`src/rtl/guess_round_ctrl.sv`:
```
// Round controller for the math-game comparator: draws a secret target from a
// free-running LFSR, counts guesses and reports win/loss status.
module guess_round_ctrl #(
    parameter logic [6:0] SEED         = 7'h5A,
    parameter int         MAX_VALUE    = 99,
    parameter int         MAX_ATTEMPTS = 8
) (
    input  logic       clk_i,
    input  logic       rst_i,
    input  logic       new_round_btn_i,
    input  logic       guess_submit_i,
    input  logic       equal_i,
    output logic [6:0] rand_o,
    output logic       rand_valid_o,
    output logic [3:0] attempts_o,
    output logic       round_won_o,
    output logic       round_lost_o,
    output logic       busy_o
);

    localparam logic [2:0] IDLE = 3'd0;
    localparam logic [2:0] DRAW = 3'd1;
    localparam logic [2:0] PLAY = 3'd2;
    localparam logic [2:0] WON  = 3'd3;
    localparam logic [2:0] LOST = 3'd4;

    localparam logic [6:0] SEED_EFF  = (SEED == 7'd0) ? 7'h01 : SEED;
    localparam logic [6:0] MAX_VAL_W = MAX_VALUE[6:0];
    localparam logic [3:0] MAX_ATT_W = MAX_ATTEMPTS[3:0];

    logic [2:0] state_q,      state_d;
    logic [6:0] lfsr_q,       lfsr_d;
    logic       btn_prev_q;
    logic [6:0] rand_q,       rand_d;
    logic       rand_valid_q, rand_valid_d;
    logic [3:0] attempts_q,   attempts_d;
    logic       won_q,        won_d;
    logic       lost_q,       lost_d;
    logic       rise;
    logic       sample_ok;

    assign rise      = new_round_btn_i & ~btn_prev_q;
    assign sample_ok = (lfsr_q != 7'd0) && (lfsr_q <= MAX_VAL_W);
    assign lfsr_d    = {lfsr_q[5:0], lfsr_q[6] ^ lfsr_q[5]};

    // A button rise overrides everything else, including a guess in the same cycle.
    always_comb begin
        state_d      = state_q;
        rand_d       = rand_q;
        rand_valid_d = rand_valid_q;
        attempts_d   = attempts_q;
        won_d        = won_q;
        lost_d       = lost_q;
        if (rise) begin
            state_d      = DRAW;
            rand_valid_d = 1'b0;
            attempts_d   = 4'd0;
            won_d        = 1'b0;
            lost_d       = 1'b0;
        end else begin
            case (state_q)
                DRAW: begin
                    if (sample_ok) begin
                        rand_d       = lfsr_q;
                        rand_valid_d = 1'b1;
                        state_d      = PLAY;
                    end
                end
                PLAY: begin
                    if (guess_submit_i) begin
                        attempts_d = attempts_q + 4'd1;
                        if (equal_i) begin
                            state_d = WON;
                            won_d   = 1'b1;
                        end else if (attempts_q + 4'd1 == MAX_ATT_W) begin
                            state_d = LOST;
                            lost_d  = 1'b1;
                        end
                    end
                end
                default: ;
            endcase
        end
    end

    always_ff @(posedge clk_i) begin
        if (rst_i) begin
            state_q      <= IDLE;
            lfsr_q       <= SEED_EFF;
            btn_prev_q   <= 1'b0;
            rand_q       <= 7'd0;
            rand_valid_q <= 1'b0;
            attempts_q   <= 4'd0;
            won_q        <= 1'b0;
            lost_q       <= 1'b0;
        end else begin
            state_q      <= state_d;
            lfsr_q       <= lfsr_d;
            btn_prev_q   <= new_round_btn_i;
            rand_q       <= rand_d;
            rand_valid_q <= rand_valid_d;
            attempts_q   <= attempts_d;
            won_q        <= won_d;
            lost_q       <= lost_d;
        end
    end

    assign rand_o       = rand_q;
    assign rand_valid_o = rand_valid_q;
    assign attempts_o   = attempts_q;
    assign round_won_o  = won_q;
    assign round_lost_o = lost_q;
    assign busy_o       = (state_q == DRAW);

endmodule

```
`config.mk`:
```
export PLATFORM = sky130hd
export DESIGN_NAME = guess_round_ctrl
export DESIGN_NICKNAME = d
export VERILOG_FILES = /design/src/rtl/guess_round_ctrl.sv
export SDC_FILE = /design/constraint.sdc
export NUM_CORES = 1
export LEC_CHECK = 0
export ABC_AREA = 0
export CORE_MARGIN = 4
export CORE_UTILIZATION = 48
export DETAILED_ROUTE_END_ITERATION = 6
export GPL_ROUTABILITY_DRIVEN = 0
export PLACE_DENSITY = 0.82
export SLEW_MARGIN = 25
export SYNTH_ARGS = -nofsm -noshare
export SYNTH_HDL_FRONTEND = slang
export SYNTH_SLANG_ARGS = --single-unit
```
`constraint.sdc`:
```
create_clock -name clk_i -period 2.3 [get_ports clk_i]
set_clock_uncertainty 0.2 [all_clocks]
set_input_delay 0.575 -clock clk_i [delete_from_list [all_inputs] [get_ports clk_i]]
set_output_delay 0.575 -clock clk_i [all_outputs]
set_load 0.005 [all_outputs]
```
==> flow_summary.json, run 1 <==
{
  "status": "finished, final reports clean",
  "cts_hold_buf": 0,
  "synthTopCellsByCount": "dfxtp_1, nand2b_1, nor2_1, o21ai_0",
  "worstMarginPinSlew_ns": 0.304,
  "critPathArrivalTime_ns": 2.18,
  "worst_setup_path_start_kind": "input pin",
  "yosysMostFrequentCell": "dfxtp_1",
  "core_um2": 1960,
  "power_switching_share_pct": 23.4,
  "cts_tree": "built",
  "worstSkewPairLatency_ns": 0.31,
  "post-route-period-util_pct": 94.2,
  "synth_area_leader_cell": "dfxtp_1",
  "finalHoldViolCount": 0,
  "htreeDepth": 1,
  "grt_overflow_total": 0,
  "syn_avg_cell_area_um2": 9.95,
  "synth_cells": 99,
  "antennaDiodeCount": 0,
  "hp-class": "register to register",
  "cp-end-kind": "register",
  "firstDrtPassIters": 4,
  "routed_wl_um": 1870,
  "cp_top_family": "simple AND/OR/NAND/NOR gates",
  "peakVddDrop_v": 0.000356,
  "post_dp_cell_area_um2": 1240,
  "antenna_found_initial": 0,
  "max_freq_mhz": 461,
  "synth_cell_types": 32,
  "grt_use_met1_pct": 16.0,
  "cts_buffers": 3,
  "port_buffers": 19,
  "synth_area_um2": 985,
  "clockBufferDepth": 2,
  "p_leak_nw": 0.503,
  "power_frac_seq_pct": 62.2,
  "clkTransAtPathRegs_ns": 0.13,
  "synth_edf_count": 0,
  "async_reset_ff_share_pct": 0,
  "path_buf_inv": 2,
  "nets": 134,
  "drtAntennaViolNets": 0,
  "area_delta_synth_final_pct": 29.6,
  "grt_pass1_vias": 778,
  "cts_sinks": 25,
  "stdcell_area_um2": 1280,
  "p_clk_share_pct": 24.9,
  "cts_root_buf": "clkbuf_4",
  "wl_per_cell_um": 12.2,
  "grtUsageMet2_pct": 26.5,
  "drc": 0,
  "ys.flop_type": "dfxtp_1",
  "powerDensity_nw_per_um2": 592,
  "path_class": "input pin to register",
  "seq_area_frac_synth_pct": 50.8,
  "cpPeakStageDelay_ns": 0.52,
  "synth.top_cell.area_share_pct": 50.8,
  "rows": 16,
  "cp_slowest_cell": "or4b_4",
  "top_usage_layer": "met2",
  "rsz0062_at_grt": "false",
  "pin_count": 20,
  "grt_usage_pct": 14.7,
  "routed_via_density": 4.98,
  "synth_seq_cells": 25,
  "dieWidth_um": 53.3,
  "fin_util_pct": 65.1,
  "drv_slew": 0,
  "post-route-min-period_ns": 2.17,
  "synth_area_leaders": "dfxtp_1, nand2b_1, nand4b_1",
  "drive_above_1_share_pct": 16.7,
  "cp_max_fo": 3,
  "hpwlAfterDp_um": 1380,
  "grt_pass1_wl_um": 3080,
  "power.net_switching_w": 0.000177,
  "dieArea_um2": 2840,
  "grt_start_max_net_pins": 14,
  "via_count": 762,
  "setup_viol": 0,
  "die_h_um": 53.3,
  "yosys_warnings": 0,
  "cp.required_ns": 2.31,
  "drv_cap": 0,
  "grt_use_met3_pct": 2.54,
  "slew_headroom_pct": 79.7,
  "start_util_pct": 50.2,
  "drt-initial-drc-count": 7,
  "synth_nets": 106,
  "crit_chain": "clkdlybuf4s50_1 -> nor4bb_1 -> buf_4 -> nand2_4 -> or4b_4 -> o211a_1",
  "p_int_w": 0.000579,
  "p_comb_share_pct": 12.9
}
## layout make-up
class	instances	area (um2)
repair buffers	27	249
fillers	178	686
multi-input cells	67	454
flip-flops and latches	25	502
inverters	3	11.3
clock buffers	4	26.3
well taps	27	33.8
## per-stage QoR
step / setup TNS [ns] / setup slack, ns / instances / hold slack, ns / power [W]
2_1_floorplan: 0 / 0.287 / 99 / 0.235 / 0.000528
3_3_place_gp: -0.383 / -0.153 / 148 / 0.249 / 0.000574
3_5_place_dp: -0.505 / -0.199 / 148 / 0.251 / 0.000577
4_1_cts: 0 / 0.145 / 153 / 0.273 / 0.000766
5_1_grt: 0 / 0.0846 / 153 / 0.286 / 0.000791
6_report: 0 / 0.133 / 153 / 0.266 / 0.000756
## power groups by stage
stage / Combinational, W / Clock (W) / Sequential [W]
6_report: 0.0000976 / 0.000189 / 0.000470
5_1_grt: 0.000108 / 0.000210 / 0.000473
4_1_cts: 0.0000981 / 0.000198 / 0.000470
3_5_place_dp: 0.0000970 / 0 / 0.000480
3_3_place_gp: 0.0000956 / 0 / 0.000479
2_1_floorplan: 0.0000509 / 0 / 0.000477
## sequential cells by signal, indices dropped and copies added, names as in the netlist
name and count:
state_q 3, lfsr_q 7, rand_valid_o 1, rand_o 7, round_lost_o 1, round_won_o 1, attempts_o 4, btn_prev_q 1
## worst paths after layout
| check | start | end | slack, ns | cells past startpoint |
|---|---|---|---|---|
| worst max-delay path | guess_submit_i | state_q[1] | 0.13 | 6 |
| worst min-delay path | round_lost_o | round_lost_o | 0.27 | 2 |
| worst max register to register | state_q[1] | state_q[1] | 0.45 | 6 |
| worst min register to register | round_lost_o | round_lost_o | 0.27 | 2 |
## per-layer routing
layer  share of wire, %  routed length, um
met1                 45                841
met2                 50                925
met3                3.9                 72
met4                1.3                 25
met5                  0                  0
## worst reg2reg max path: cells and delay by family (launching register included)
| kind | cells | cell delay [ns] |
|---|---|---|
| DFF | 1 | 0.35 |
| and+or+nand+nor | 3 | 0.79 |
| AOI/OAI and AO/OA | 1 | 0.14 |
| buffers and inverters | 2 | 0.29 |
## placed cells by master (no fill, tap or decap), types with 2 or more instances in the layout
| cell | netlist | layout |
|---|---|---|
| ha_1 | 2 | 2 |
| nor2_1 | 6 | 6 |
| inv_1 | 3 | 3 |
| and3_1 | 2 | 2 |
| a21oi_1 | 4 | 4 |
| xor2_1 | 3 | 3 |
| clkdlybuf4s50_1 | 0 | 18 |
| clkbuf_4 | 0 | 3 |
| nand2_1 | 3 | 3 |
| nor2b_1 | 5 | 5 |
| o21ai_0 | 6 | 6 |
| nand2b_1 | 7 | 7 |
| buf_4 | 1 | 8 |
| or2_2 | 5 | 5 |
| mux2i_1 | 2 | 2 |
| dfxtp_1 | 25 | 24 |
| nand3_1 | 2 | 2 |
| nand4b_1 | 5 | 5 |
## what timing repair did
item / in CTS / in global routing
gates resized for setup: 2 / 0
setup buffers: 1 / 0
setup endpoints to repair: 1 / 0
## cell families (layout without fill, tap and decap cells)
logic type	after synthesis	after routing	synth area share (%)
AO/OA/AOI/OAI	15	15	9.28
XOR/XNOR	4	4	3.56
adder cells (fa/ha/maj)	2	2	2.54
buffers and inverters	7	34	3.05
flip-flops	25	25	50.8
multiplexers	2	2	2.03
AND/OR/NAND/NOR	44	44	28.7
Note: power is estimated with default switching activity, not from simulation.
==> run 2, diff against run 1 <==
--- a/config.mk
+++ b/config.mk
@@ -8,10 +8,10 @@
 export ABC_AREA = 0
 export CORE_MARGIN = 4
 export CORE_UTILIZATION = 48
+export CTS_BUF_LIST = sky130_fd_sc_hd__clkbuf_4 sky130_fd_sc_hd__clkbuf_8 sky130_fd_sc_hd__clkbuf_16
 export DETAILED_ROUTE_END_ITERATION = 6
 export GPL_ROUTABILITY_DRIVEN = 0
 export PLACE_DENSITY = 0.82
-export SLEW_MARGIN = 25
 export SYNTH_ARGS = -nofsm -noshare
 export SYNTH_HDL_FRONTEND = slang
 export SYNTH_SLANG_ARGS = --single-unit
==> run 2 against run 1 <==
Net effect:
- global-route usage shrank 0.059 points
- die area unchanged
- hold slack about the same
- setup slack lost 0.00074 ns
- flip-flop and latch count unchanged
- final cell count did not move
- combinational power hardly changed
- critical path depth unchanged
- via count increased by 0.13%
- non-clock buffer count unchanged
- critical endpoint unchanged
- largest cell class unchanged
- largest power group unchanged
- highest routed layer unchanged
==> flow_summary.json, run 2 (same netlist as run 1, synthesis figures left out) <==
{
  "dp_cells": 148,
  "top_usage_layer": "met2",
  "slew_headroom_pct": 79.9,
  "p_comb_share_pct": 12.7,
  "worstSkewPairLatency_ns": 0.30,
  "cts_buffers": 3,
  "rsz0062_at_grt": "false",
  "power_switching_share_pct": 23.1,
  "cts_root_buf": "clkbuf_4",
  "grt_use_met3_pct": 2.54,
  "die_h_um": 53.3,
  "core_um2": 1960,
  "finalHoldViolCount": 0,
  "grt_start_max_net_pins": 14,
  "drv_cap": 0,
  "power.net_switching_w": 0.000177,
  "dieWidth_um": 53.3,
  "wl_per_cell_um": 12.0,
  "rows": 16,
  "clkTransAtPathRegs_ns": 0.13,
  "htreeDepth": 1,
  "area_delta_synth_final_pct": 30.0,
  "grt_overflow_total": 0,
  "nets": 134,
  "post-route-period-util_pct": 94.2,
  "path_buf_inv": 2,
  "grt_use_met1_pct": 16.5,
  "cts_hold_buf": 0,
  "tns_ns": 0,
  "routed_via_density": 4.99,
  "cts_sinks": 25,
  "crit_chain": "clkdlybuf4s50_1 -> nor4bb_1 -> buf_4 -> nand2_4 -> or4b_4 -> o211a_1",
  "drtAntennaViolNets": 0,
  "layout_common_cells": "dfxtp_1, clkdlybuf4s50_1, buf_4, nand2b_1",
  "clockBufferDepth": 2,
  "grt_pass1_wl_um": 3080,
  "grtUsageMet2_pct": 25.7,
  "power_frac_seq_pct": 61.1,
  "p_int_w": 0.000591,
  "drt-initial-drc-count": 4,
  "firstDrtPassIters": 4,
  "grt_usage_pct": 14.6,
  "antenna_found_initial": 0,
  "critPathArrivalTime_ns": 2.18,
  "via_count": 763,
  "drive_above_1_share_pct": 17.5,
  "fin_cells": 153,
  "status": "finished, final reports clean",
  "drc": 0,
  "cts_tree": "built",
  "hpwlAfterDp_um": 1380,
  "setup_viol": 0,
  "peakVddDrop_v": 0.000360,
  "p_leak_nw": 0.507,
  "cp_max_fo": 3,
  "worstMarginPinSlew_ns": 0.301,
  "cp_slowest_cell": "or4b_4",
  "drv_slew": 0,
  "routed_wl_um": 1830,
  "final_common_cell": "dfxtp_1",
  "pin_count": 20,
  "start_util_pct": 50.2,
  "cp_top_family": "simple AND/OR/NAND/NOR gates",
  "cp.required_ns": 2.31,
  "cp-end-kind": "register",
  "max_freq_mhz": 461,
  "dieArea_um2": 2840,
  "grt_pass1_vias": 770,
  "path_class": "input pin to register",
  "powerDensity_nw_per_um2": 600,
  "finalPower_w": 0.000768,
  "worst_setup_path_start_kind": "input pin",
  "port_buffers": 19,
  "cpPeakStageDelay_ns": 0.52,
  "p_clk_share_pct": 26.2,
  "antennaDiodeCount": 0,
  "hp-class": "register to register",
  "post-route-min-period_ns": 2.17
}
## run 2: what timing repair did
action,in CTS,in global routing
endpoints found under the setup margin,1,0
buffers inserted,1,0
gates resized for setup,2,0
## run 2: final timing paths
| check | slack (ns) | startpoint | depth (start not counted) | end |
|---|---|---|---|---|
| worst max-delay path | 0.13 | guess_submit_i | 6 | state_q[1] |
| worst max register to register | 0.45 | state_q[1] | 6 | state_q[1] |
| worst min register to register | 0.27 | round_lost_o | 2 | round_lost_o |
| worst min-delay path | 0.27 | round_lost_o | 2 | round_lost_o |
## run 2: layout make-up
cell class	count	area (um2)
tap	27	33.8
sequential	25	502
fill	175	682
clock buffer	4	30.0
timing repair buffer	27	249
inverter	3	11.3
multi-input combinational	67	454
## run 2: power groups by stage
stage | Combinational [W] | Sequential (W) | Clock (W)
3_5_place_dp | 0.0000970 | 0.000480 | 0
5_1_grt | 0.000108 | 0.000473 | 0.000223
4_1_cts | 0.0000979 | 0.000470 | 0.000209
3_3_place_gp | 0.0000956 | 0.000479 | 0
6_report | 0.0000973 | 0.000470 | 0.000201
2_1_floorplan | 0.0000509 | 0.000477 | 0
## run 2: stage by stage
step	utilization [%]	area (um2)	hold slack (ns)	setup WS [ns]
after CTS	65.2	1280	0.273	0.145
after detailed placement	63.3	1240	0.251	-0.199
after floorplan	-	985	0.235	0.287
after global routing	65.2	1280	0.286	0.0846
final	65.2	1280	0.266	0.132
after global placement	63.3	1240	0.249	-0.153
## run 2: metal layers
metal | vias to the layer above | wire length, um | share of wire (%)
met5 | - | 0 | 0
met4 | 0 | 25 | 1.4
met3 | 4 | 72 | 3.9
met2 | 15 | 910 | 50
met1 | 352 | 826 | 45
li1 | 392 | - | -
## run 2: worst register-to-register path: stages (launching register included)
cell and delay (ns):
dfxtp_2 0.35, buf_4 0.11, nor4bb_1 0.22, buf_4 0.18, nand2_4 0.05, or4b_4 0.52, o211a_1 0.14
